<file path="config.mk">
export PLATFORM = sky130hd
export DESIGN_NAME = seg7_scan_mux_flat
export DESIGN_NICKNAME = d
export VERILOG_FILES = /design/src/rtl/seg7_pkg.sv /design/src/rtl/seg7_scan_mux_if.sv /design/src/rtl/seg7_decode.sv /design/src/rtl/seg7_scan_mux.sv /design/src/flat_wrapper.sv
export SDC_FILE = /design/constraint.sdc
export NUM_CORES = 1
export LEC_CHECK = 0
export BUFFER_PORTS_ARGS = -buffer_cell sky130_fd_sc_hd__buf_4
export CORE_ASPECT_RATIO = 1.1
export CORE_MARGIN = 4
export CORE_UTILIZATION = 50
export CTS_BUF_LIST = sky130_fd_sc_hd__clkbuf_16
export DETAILED_ROUTE_END_ITERATION = 10
export PLACE_DENSITY = 0.75
export SETUP_SLACK_MARGIN = 0.02
export SLEW_MARGIN = 10
export SYNTH_ARGS = -nofsm -noshare
export SYNTH_HDL_FRONTEND = slang
export SYNTH_SLANG_ARGS = --single-unit
</file>
<file path="constraint.sdc">
create_clock -name clk -period 3.64 [get_ports clk]
set_clock_uncertainty 0.15 [all_clocks]
set_input_delay 0.546 -clock clk [delete_from_list [all_inputs] [get_ports clk]]
set_output_delay 0.546 -clock clk [all_outputs]
set_load 0.02 [all_outputs]
</file>
<file path="src/rtl/seg7_pkg.sv">
// Shared definitions for the 7-segment scan driver: the hex glyph table,
// the decimal-point bit position and the scan state encoding.
package seg7_pkg;

  typedef enum logic {BLANK, SHOW} scan_state_e;

  localparam int SEG_DP = 7;

  // Active-high gfedcba glyphs for hex digits 0..F
  localparam logic [6:0] SEG7_HEX [16] = '{
    7'h3F, 7'h06, 7'h5B, 7'h4F, 7'h66, 7'h6D, 7'h7D, 7'h07,
    7'h7F, 7'h6F, 7'h77, 7'h7C, 7'h39, 7'h5E, 7'h79, 7'h71
  };

endpackage

</file>
<file path="src/rtl/seg7_scan_mux_if.sv">
// Bundle between the value-producing logic (master) and the scan driver (slave).
interface seg7_scan_mux_if #(parameter int DIGITS = 4);

  logic [4*DIGITS-1:0] value;
  logic [DIGITS-1:0]   dp;
  logic [DIGITS-1:0]   blank;
  logic                lz_suppress;
  logic [7:0]          segments;
  logic [DIGITS-1:0]   digit_sel;
  logic                frame_start;

  modport master (
    output value, dp, blank, lz_suppress,
    input  segments, digit_sel, frame_start
  );

  modport slave (
    input  value, dp, blank, lz_suppress,
    output segments, digit_sel, frame_start
  );

endinterface

</file>
<file path="src/rtl/seg7_decode.sv">
// Combinational glyph decode for one digit; produces an active-high
// {dp,g,f,e,d,c,b,a} pattern. Polarity is handled by the caller.
module seg7_decode
  import seg7_pkg::*;
(
  input  logic [3:0] nibble,
  input  logic       dp,
  input  logic       blank,
  input  logic       suppress,
  output logic [7:0] pattern
);

  // Blank darkens everything; a suppressed digit keeps only its dp
  always_comb begin
    pattern = '0;
    if (!blank) begin
      pattern[SEG_DP] = dp;
      if (!suppress) pattern[6:0] = SEG7_HEX[nibble];
    end
  end

endmodule

</file>
<file path="src/rtl/seg7_scan_mux.sv">
// Time-multiplexed 7-segment driver: one digit per slot, dead-time blank at
// the start of each slot, inputs snapshotted once per frame to avoid tearing.
module seg7_scan_mux
  import seg7_pkg::*;
#(
  parameter int DIGITS       = 4,
  parameter int SCAN_DIV     = 12000,
  parameter int BLANK_CYCLES = 16,
  parameter bit SEG_INV      = 1'b1,
  parameter bit DIG_INV      = 1'b1
) (
  input  logic             clk,
  input  logic             rst_n,
  seg7_scan_mux_if.slave   bus
);

  localparam int CNT_W = (SCAN_DIV > 1) ? $clog2(SCAN_DIV) : 1;
  localparam int IDX_W = (DIGITS > 1) ? $clog2(DIGITS) : 1;
  localparam logic [CNT_W-1:0]  CNT_LAST   = CNT_W'(SCAN_DIV - 1);
  localparam logic [CNT_W-1:0]  BLANK_LAST = CNT_W'(BLANK_CYCLES - 1);
  localparam logic [IDX_W-1:0]  IDX_LAST   = IDX_W'(DIGITS - 1);
  localparam logic [7:0]        SEG_OFF    = SEG_INV ? 8'hFF : 8'h00;
  localparam logic [DIGITS-1:0] SEL_OFF    = DIG_INV ? {DIGITS{1'b1}} : {DIGITS{1'b0}};

  scan_state_e         state;
  logic [CNT_W-1:0]    cnt;
  logic [IDX_W-1:0]    idx;
  logic [4*DIGITS-1:0] snap_value;
  logic [DIGITS-1:0]   snap_dp;
  logic [DIGITS-1:0]   snap_blank;
  logic                snap_lz;
  logic [7:0]          seg_q;
  logic [DIGITS-1:0]   sel_q;
  logic                fs_q;

  logic [DIGITS-1:0]   suppress;
  logic                zeros_above;
  logic [3:0]          cur_nibble;
  logic [7:0]          pattern;
  logic [DIGITS-1:0]   onehot;
  logic                frame_edge;

  // Walk from the most significant digit down; a digit is a leading zero
  // while it and everything above it is zero. Digit 0 always shows.
  always_comb begin
    zeros_above = 1'b1;
    suppress    = '0;
    for (int i = DIGITS - 1; i >= 0; i--) begin
      zeros_above = zeros_above && (snap_value[4*i +: 4] == 4'h0);
      suppress[i] = snap_lz && (i != 0) && zeros_above;
    end
  end

  assign cur_nibble = snap_value[4*idx +: 4];
  assign onehot     = DIGITS'(1) << idx;
  assign frame_edge = (state == BLANK) && (idx == '0) && (cnt == '0);

  seg7_decode u_decode (
    .nibble   (cur_nibble),
    .dp       (snap_dp[idx]),
    .blank    (snap_blank[idx]),
    .suppress (suppress[idx]),
    .pattern  (pattern)
  );

  // Outputs are registered from the current slot position, so every output
  // trails the counter by exactly one cycle and stays mutually aligned.
  always_ff @(posedge clk or negedge rst_n) begin
    if (!rst_n) begin
      state      <= BLANK;
      cnt        <= '0;
      idx        <= '0;
      snap_value <= '0;
      snap_dp    <= '0;
      snap_blank <= '0;
      snap_lz    <= 1'b0;
      seg_q      <= SEG_OFF;
      sel_q      <= SEL_OFF;
      fs_q       <= 1'b0;
    end else begin
      fs_q <= frame_edge;
      if (frame_edge) begin
        snap_value <= bus.value;
        snap_dp    <= bus.dp;
        snap_blank <= bus.blank;
        snap_lz    <= bus.lz_suppress;
      end
      if (state == SHOW) begin
        seg_q <= SEG_INV ? ~pattern : pattern;
        sel_q <= DIG_INV ? ~onehot : onehot;
      end else begin
        seg_q <= SEG_OFF;
        sel_q <= SEL_OFF;
      end
      if (cnt == CNT_LAST) begin
        cnt   <= '0;
        idx   <= (idx == IDX_LAST) ? '0 : idx + 1'b1;
        state <= BLANK;
      end else begin
        cnt <= cnt + 1'b1;
        if (cnt == BLANK_LAST) state <= SHOW;
      end
    end
  end

  assign bus.segments    = seg_q;
  assign bus.digit_sel   = sel_q;
  assign bus.frame_start = fs_q;

endmodule

</file>
<file path="src/flat_wrapper.sv">
// flat-port wrapper written by rule: the top's interface ports become plain ports
module seg7_scan_mux_flat import seg7_pkg::*;
#(
  parameter int DIGITS       = 4,
  parameter int SCAN_DIV     = 12000,
  parameter int BLANK_CYCLES = 16,
  parameter bit SEG_INV      = 1'b1,
  parameter bit DIG_INV      = 1'b1
)
  (clk, rst_n, bus_value, bus_dp, bus_blank, bus_lz_suppress, bus_segments, bus_digit_sel, bus_frame_start);
  seg7_scan_mux_if #(.DIGITS(DIGITS)) bus_i ();
  input  logic clk;
  input  logic rst_n;
  input wire logic [$bits(bus_i.value)-1:0] bus_value;
  input wire logic [$bits(bus_i.dp)-1:0] bus_dp;
  input wire logic [$bits(bus_i.blank)-1:0] bus_blank;
  input wire logic [$bits(bus_i.lz_suppress)-1:0] bus_lz_suppress;
  output wire logic [$bits(bus_i.segments)-1:0] bus_segments;
  output wire logic [$bits(bus_i.digit_sel)-1:0] bus_digit_sel;
  output wire logic [$bits(bus_i.frame_start)-1:0] bus_frame_start;
  assign bus_i.value = bus_value;
  assign bus_i.dp = bus_dp;
  assign bus_i.blank = bus_blank;
  assign bus_i.lz_suppress = bus_lz_suppress;
  assign bus_segments = bus_i.segments;
  assign bus_digit_sel = bus_i.digit_sel;
  assign bus_frame_start = bus_i.frame_start;
  seg7_scan_mux #(.DIGITS(DIGITS), .SCAN_DIV(SCAN_DIV), .BLANK_CYCLES(BLANK_CYCLES), .SEG_INV(SEG_INV), .DIG_INV(DIG_INV)) u_core (.clk(clk), .rst_n(rst_n), .bus(bus_i));
endmodule
</file>
Word level (Yosys, flattened, before mapping)
Memories as Yosys holds them, arrays and structs flattened.
Cells that the tools add are included.
{ "word_totals": {"out_inout_bits": 13, "register_bits": 55, "input_bits": 27, "mem_bits_ro": 112, "word_cells": 53, "mem_count": 1} }
{ "memory_table": {"columns": ["name", "depth", "width", "read_ports", "rd_clocked_by_memory_dff", "wr", "line", "source"], "rows": [
  ["(name not given)", 16, 7, 1, 0, 0, "seg7_decode.sv:18", "if (!suppress) pattern[6:0] = SEG7_HEX[nibble];"]
]} }
{ "op_classes": {"reduce_logical": 13, "n_mux": 16, "bitwise": 4, "n_addsub": 2, "order_cmp": 2, "eq_ne": 3, "shifts": 2} }
{ "op_table": {"columns": ["op", "n"], "rows": [
  ["7-bit 2-to-1 mux", 3],
  ["8-bit 2-to-1 mux", 2],
  ["16-bit by 5-bit variable part select with 4-bit output", 1],
  ["14-bit by 1-bit adder with 14-bit output, second input constant", 1],
  ["14-bit equality test, second input constant", 1],
  ["14-bit by 4-bit equality test with 1-bit output, second input constant", 1],
  ["14-bit zero test", 1],
  ["14-bit 2-to-1 mux", 1],
  ["4-bit zero test", 3],
  ["8-bit inverter", 1],
  ["1-bit logical AND", 7],
  ["1-bit binary-select mux with 2-bit select", 3],
  ["5-bit greater-or-equal comparator, second input constant", 1],
  ["1-bit 2-to-1 mux", 5],
  ["4-bit inverter with 5-bit output", 1],
  ["4-bit 2-to-1 mux", 1],
  ["4-bit inverter", 1],
  ["1-bit by 2-bit << shifter with 4-bit output, first input constant", 1],
  ["2-bit by 3-bit less-than comparator with 1-bit output, second input constant", 1],
  ["2-bit by 1-bit adder with 2-bit output, second input constant", 1],
  ["2-bit equality test, second input constant", 1],
  ["2-bit zero test", 1],
  ["2-bit 2-to-1 mux", 1],
  ["2-bit nonzero test", 1],
  ["1-bit inverter", 1]
]} }

Longest topological paths before layout
{ "depth": {"ltp_word": 10, "ltp_mapped": 9} }

Hierarchy
A second synthesis with hierarchy kept.
{ "unflattened": {"cells_unflattened": 216, "hier_area_um2": 2756.4} }
{ "by_module_without_submodules": {"columns": ["module", "area_each_um2", "n_inst", "cells_each", "seq_area_each_um2"], "rows": [
  ["seg7_scan_mux", 2471.1, 1, 178, 1391.3],
  ["seg7_decode", 285.3, 1, 38, 0.0]
]} }

Worst setup path after synthesis
No wires, ideal clock.
{ "synth_timing": {"path_type": "reg2reg", "start": "register u_core.idx[0]", "end": "register u_core.seg_q[3], in the netlist u_core.bus.segments[3]", "arrival_time_ns": 2.230, "synth_period_minus_slack_ns": 2.463, "stages_incl_launch_ff": 7, "path_slack_ns": 1.177, "path_cell_list": "dfrtp_1 buf_4 mux4_1 ha_1 clkdlybuf4s25_2 mux4_2 nand2b_4"} }
{ "synth_via": {"elab_chain_len": 9, "word_cells_on_any_way": 13, "classes_between": "1 x shift; 9 x mux; 2 x bitwise; 1 x memory"} }
{ "synth_rtl": {"columns": ["item", "line", "source"], "rows": [
  ["start, declared", "seg7_scan_mux.sv:27", "logic [IDX_W-1:0] idx;"],
  ["start signal, assigned", "seg7_scan_mux.sv:97", "idx <= (idx == IDX_LAST) ? '0 : idx + 1'b1;"],
  ["16-bit by 5-bit variable part select with 4-bit output", "seg7_scan_mux.sv:54", "assign cur_nibble = snap_value[4*idx +: 4];"],
  ["4-bit inverter with 5-bit output (not written as such)", "seg7_decode.sv:18", null],
  ["memory 16 x 7 bit", null, null],
  ["7-bit 2-to-1 mux (not written as such) (2 in a row)", "seg7_decode.sv:18", null],
  ["7-bit 2-to-1 mux", "seg7_decode.sv:18", null],
  ["8-bit 2-to-1 mux (*)", "seg7_decode.sv:16", "if (!blank) begin"],
  ["8-bit inverter (*)", "seg7_scan_mux.sv:89", "seg_q <= SEG_INV ? ~pattern : pattern;"],
  ["8-bit 2-to-1 mux (*)", "seg7_scan_mux.sv:88", "if (state == SHOW) begin"],
  ["end signal, assigned", "seg7_scan_mux.sv:89", null],
  ["end, declared", "seg7_scan_mux.sv:32", "logic [7:0] seg_q;"]
]} }
Mark *: on every way between the ends. The rest lies on a longest branch, timed or not. The select of a mux whose other input is x is not followed.
A chain may end at the register's enable or synchronous reset.

Final worst setup path
{ "layout_timing": {"start": "register u_core.idx[0]", "end": "register u_core.seg_q[0], in the netlist u_core.bus.segments[0]"} }
The elaborated chain is that of the path after synthesis.

==> metrics <==
layout cells sized above 1=between 30 and 40%; # diodes=0; first-pass iteration count of the detailed router=4; initial antenna violation count=0; routed wire length=4.97 mm; Tmin final=2.62 ns; crit-path cells=mux4_1, inv_1, ha_1, mux2i_1, a21oi_1, a21oi_1, o21ai_1; unrepaired setup endpoints after global routing=no; Setup crit end kind=flip-flop; max-slew violation count=0; IO Count=40; Max IR drop VDD=0.276 mV; Hold Path Class=input port to async pin; pin count of the biggest net entering global routing=56; Starting Density=a little over half; synth unique cells=43; Slew HR=a little under three fifths; P&R area growth vs syn=17.6%; WP data required=3.71 ns; Synth area leader=dfrtp_1; mean area per synthesized cell=12.5 µm²; vias per std cell=5.41; IO buf count=39; TritonCTS clock tree=yes; Seq/Total Area, Yosys=between 50% and 60%; Nets=296; routability cong.=slightly above 0.8; final setup vio count=0; Synth Warn #=0; clock buffer depth=2; first-pass GRT wire length=around 8.6 mm; Power Dens Cells=380 nW/µm²; gate count of the mapped netlist=about 220; Final HPWL DP=3.57 mm; CTS Buf Count=5; # H-tree levels=2; vias in the first global route=1778; Via Count=between 1500 and 2000; wire per inst=about 15 µm; R2R depth=7; worst skew pair latency=a little under 0.3 ns; clock sink count=55; Final Hold Fails=0; die height=85.3 µm; most common cell after layout, fill and taps aside=dfrtp_1; WP data arrival=between 2 and 3 ns; max cap viols=0; status=complete, no violations; Worst-path clk slew=roughly 0.070 ns; DRT antenna net count=0; top-area cell type share of the netlist area=roughly two fifths; Static Leak=1.39 nW; Slowest cell on crit path=mux4_1; most frequent CP cell=a21oi_1; crit path launch type=flip-flop; area of the mapped netlist=~2700 µm²; FF+latch count, synth=between 50 and 60; DR DRC count=0; top cells by area, synth=dfrtp_1 40%, dfstp_2 12%, mux2_2 11%; Core ar.=5130 µm²; final worst setup slack=~1.0 ns; fmax=381 MHz; Root Buffer=clkbuf_16; num rows=27; grt ovf=0; post_cts resized=0; CP startpoint=u_core.idx[0]$_DFFE_PN0N_; Slew @ Worst Pin=between 0.6 and 0.7 ns; Final period util=72.1%; CP Class=flip-flop to flip-flop; Die W=around 78 µm; Critical Path Fanout Max=12; pre-CTS setup slack=between 1 and 1.5 ns; most frequent cells in the layout=43 x dfrtp_1, 41 x buf_4, 26 x mux2_2; Hold Buf Count CTS=0; All-Layer GR Usage=16.1%; CP peak stage delay=0.73 ns; WHS=~0.13 ns; Die ar.=6670 µm²; Setup Fix Bufs, Post-CTS=0; Fin Setup TNS=0 ns; Initial DRC Count=~170; syn_nets=256; r2r startpoint=u_core.idx[0]$_DFFE_PN0N_
==> power by group <==
| group | switching, W | internal (W) |
|---|---|---|
| Sequential | 0.0000113 | 0.000637 |
| Combinational | 0.0000503 | 0.0000566 |
| Clock | 0.000209 | 0.000250 |
| Total | 0.000271 | 0.000944 |
==> sequential cells by signal (all words and copies together), names as in the netlist <==
| register | cells |
|---|---|
| u_core.state | 1 |
| u_core.snap_blank | 4 |
| u_core.bus.segments | 8 |
| u_core.idx | 2 |
| u_core.snap_dp | 4 |
| u_core.cnt | 14 |
| u_core.bus.frame_start | 1 |
| u_core.bus.digit_sel | 4 |
| u_core.snap_value | 16 |
| u_core.snap_lz | 1 |
==> final cells by class <==
class / count / area (µm²)
clock inverter: 3 / 15.0
inverter: 10 / 37.5
clock buffer: 5 / 125
multi-input combinational: 144 / 1230
tap: 72 / 90.1
fill: 447 / 1940
sequential: 55 / 1390
timing repair buffer: 41 / 308
==> kinds of logic (layout without fill, tap and decap cells) <==
family,count (synthesis),in the layout,share of synthesized area [%]
AO/OA/AOI/OAI,26,26,6.31
buffers and inverters,18,59,3.55
adder cells (fa/ha/maj),12,12,5.53
multiplexers,40,40,19.4
flip-flops,55,55,51.2
XOR/XNOR,8,8,2.58
AND/OR/NAND/NOR,58,58,11.4
==> synthesized netlist by cell type (all sizes together) <==
cell / instances
a211o: 1
a21oi: 4
a31oi: 1
a41oi: 2
and3: 3
buf: 6
clkbuf: 1
clkdlybuf4s25: 1
dfrtp: 43
dfstp: 12
ha: 12
inv: 10
mux2: 29
mux2i: 6
mux4: 5
nand2: 14
nand2b: 4
nand3: 9
nand4: 5
nor2: 8
nor2b: 1
nor3: 5
nor3b: 1
nor4: 3
o21a: 1
o21ai: 12
o221ai: 4
o31ai: 1
or3: 2
or4: 2
or4b: 1
xnor2: 3
xor2: 5
==> final timing paths <==
| check | slack [ns] | end |
|---|---|---|
| worst min register to register | 0.36 | u_core.snap_blank[0]$_DFFE_PN0P_ |
| max in group asynchronous | 2.77 | u_core.cnt[13]$_DFF_PN0_ |
| worst max register to register | 1.02 | u_core.bus.segments[0]$_DFF_PN1_ |
| worst min-delay path | 0.13 | u_core.cnt[7]$_DFF_PN0_ |
| worst max-delay path | 1.02 | u_core.bus.segments[0]$_DFF_PN1_ |
| min in group clk | 0.33 | u_core.snap_value[4]$_DFFE_PN0P_ |
==> worst max-delay path: cells and delay by family (launching register included) <==
family	cells	cell delay, ns
DFF	1	0.63
AOI/OAI and AO/OA	3	0.41
buffers and inverters	1	0.17
adders and majority gates	1	0.33
muxes	2	0.85
==> through the flow <==
stage          std cells  total power [W]  utilization, %  area, µm²
3_3_place_gp         322         0.000764            59.5       3050
2_1_floorplan        217         0.000714               -       2720
6_report             330          0.00122            62.2       3190
4_1_cts              330          0.00123            62.2       3190
5_1_grt              330          0.00126            62.2       3190
3_5_place_dp         322         0.000767            59.5       3050
==> metal layers <==
metal  part of all wire, %  track usage, %  up-vias
met5                     0               0        -
li1                      -               -      866
met1                    45            21.8      871
met3                   4.9            4.03        8
met4                   2.0            6.68        0
met2                    48            24.8       41
(Power assumes the default switching activity.)
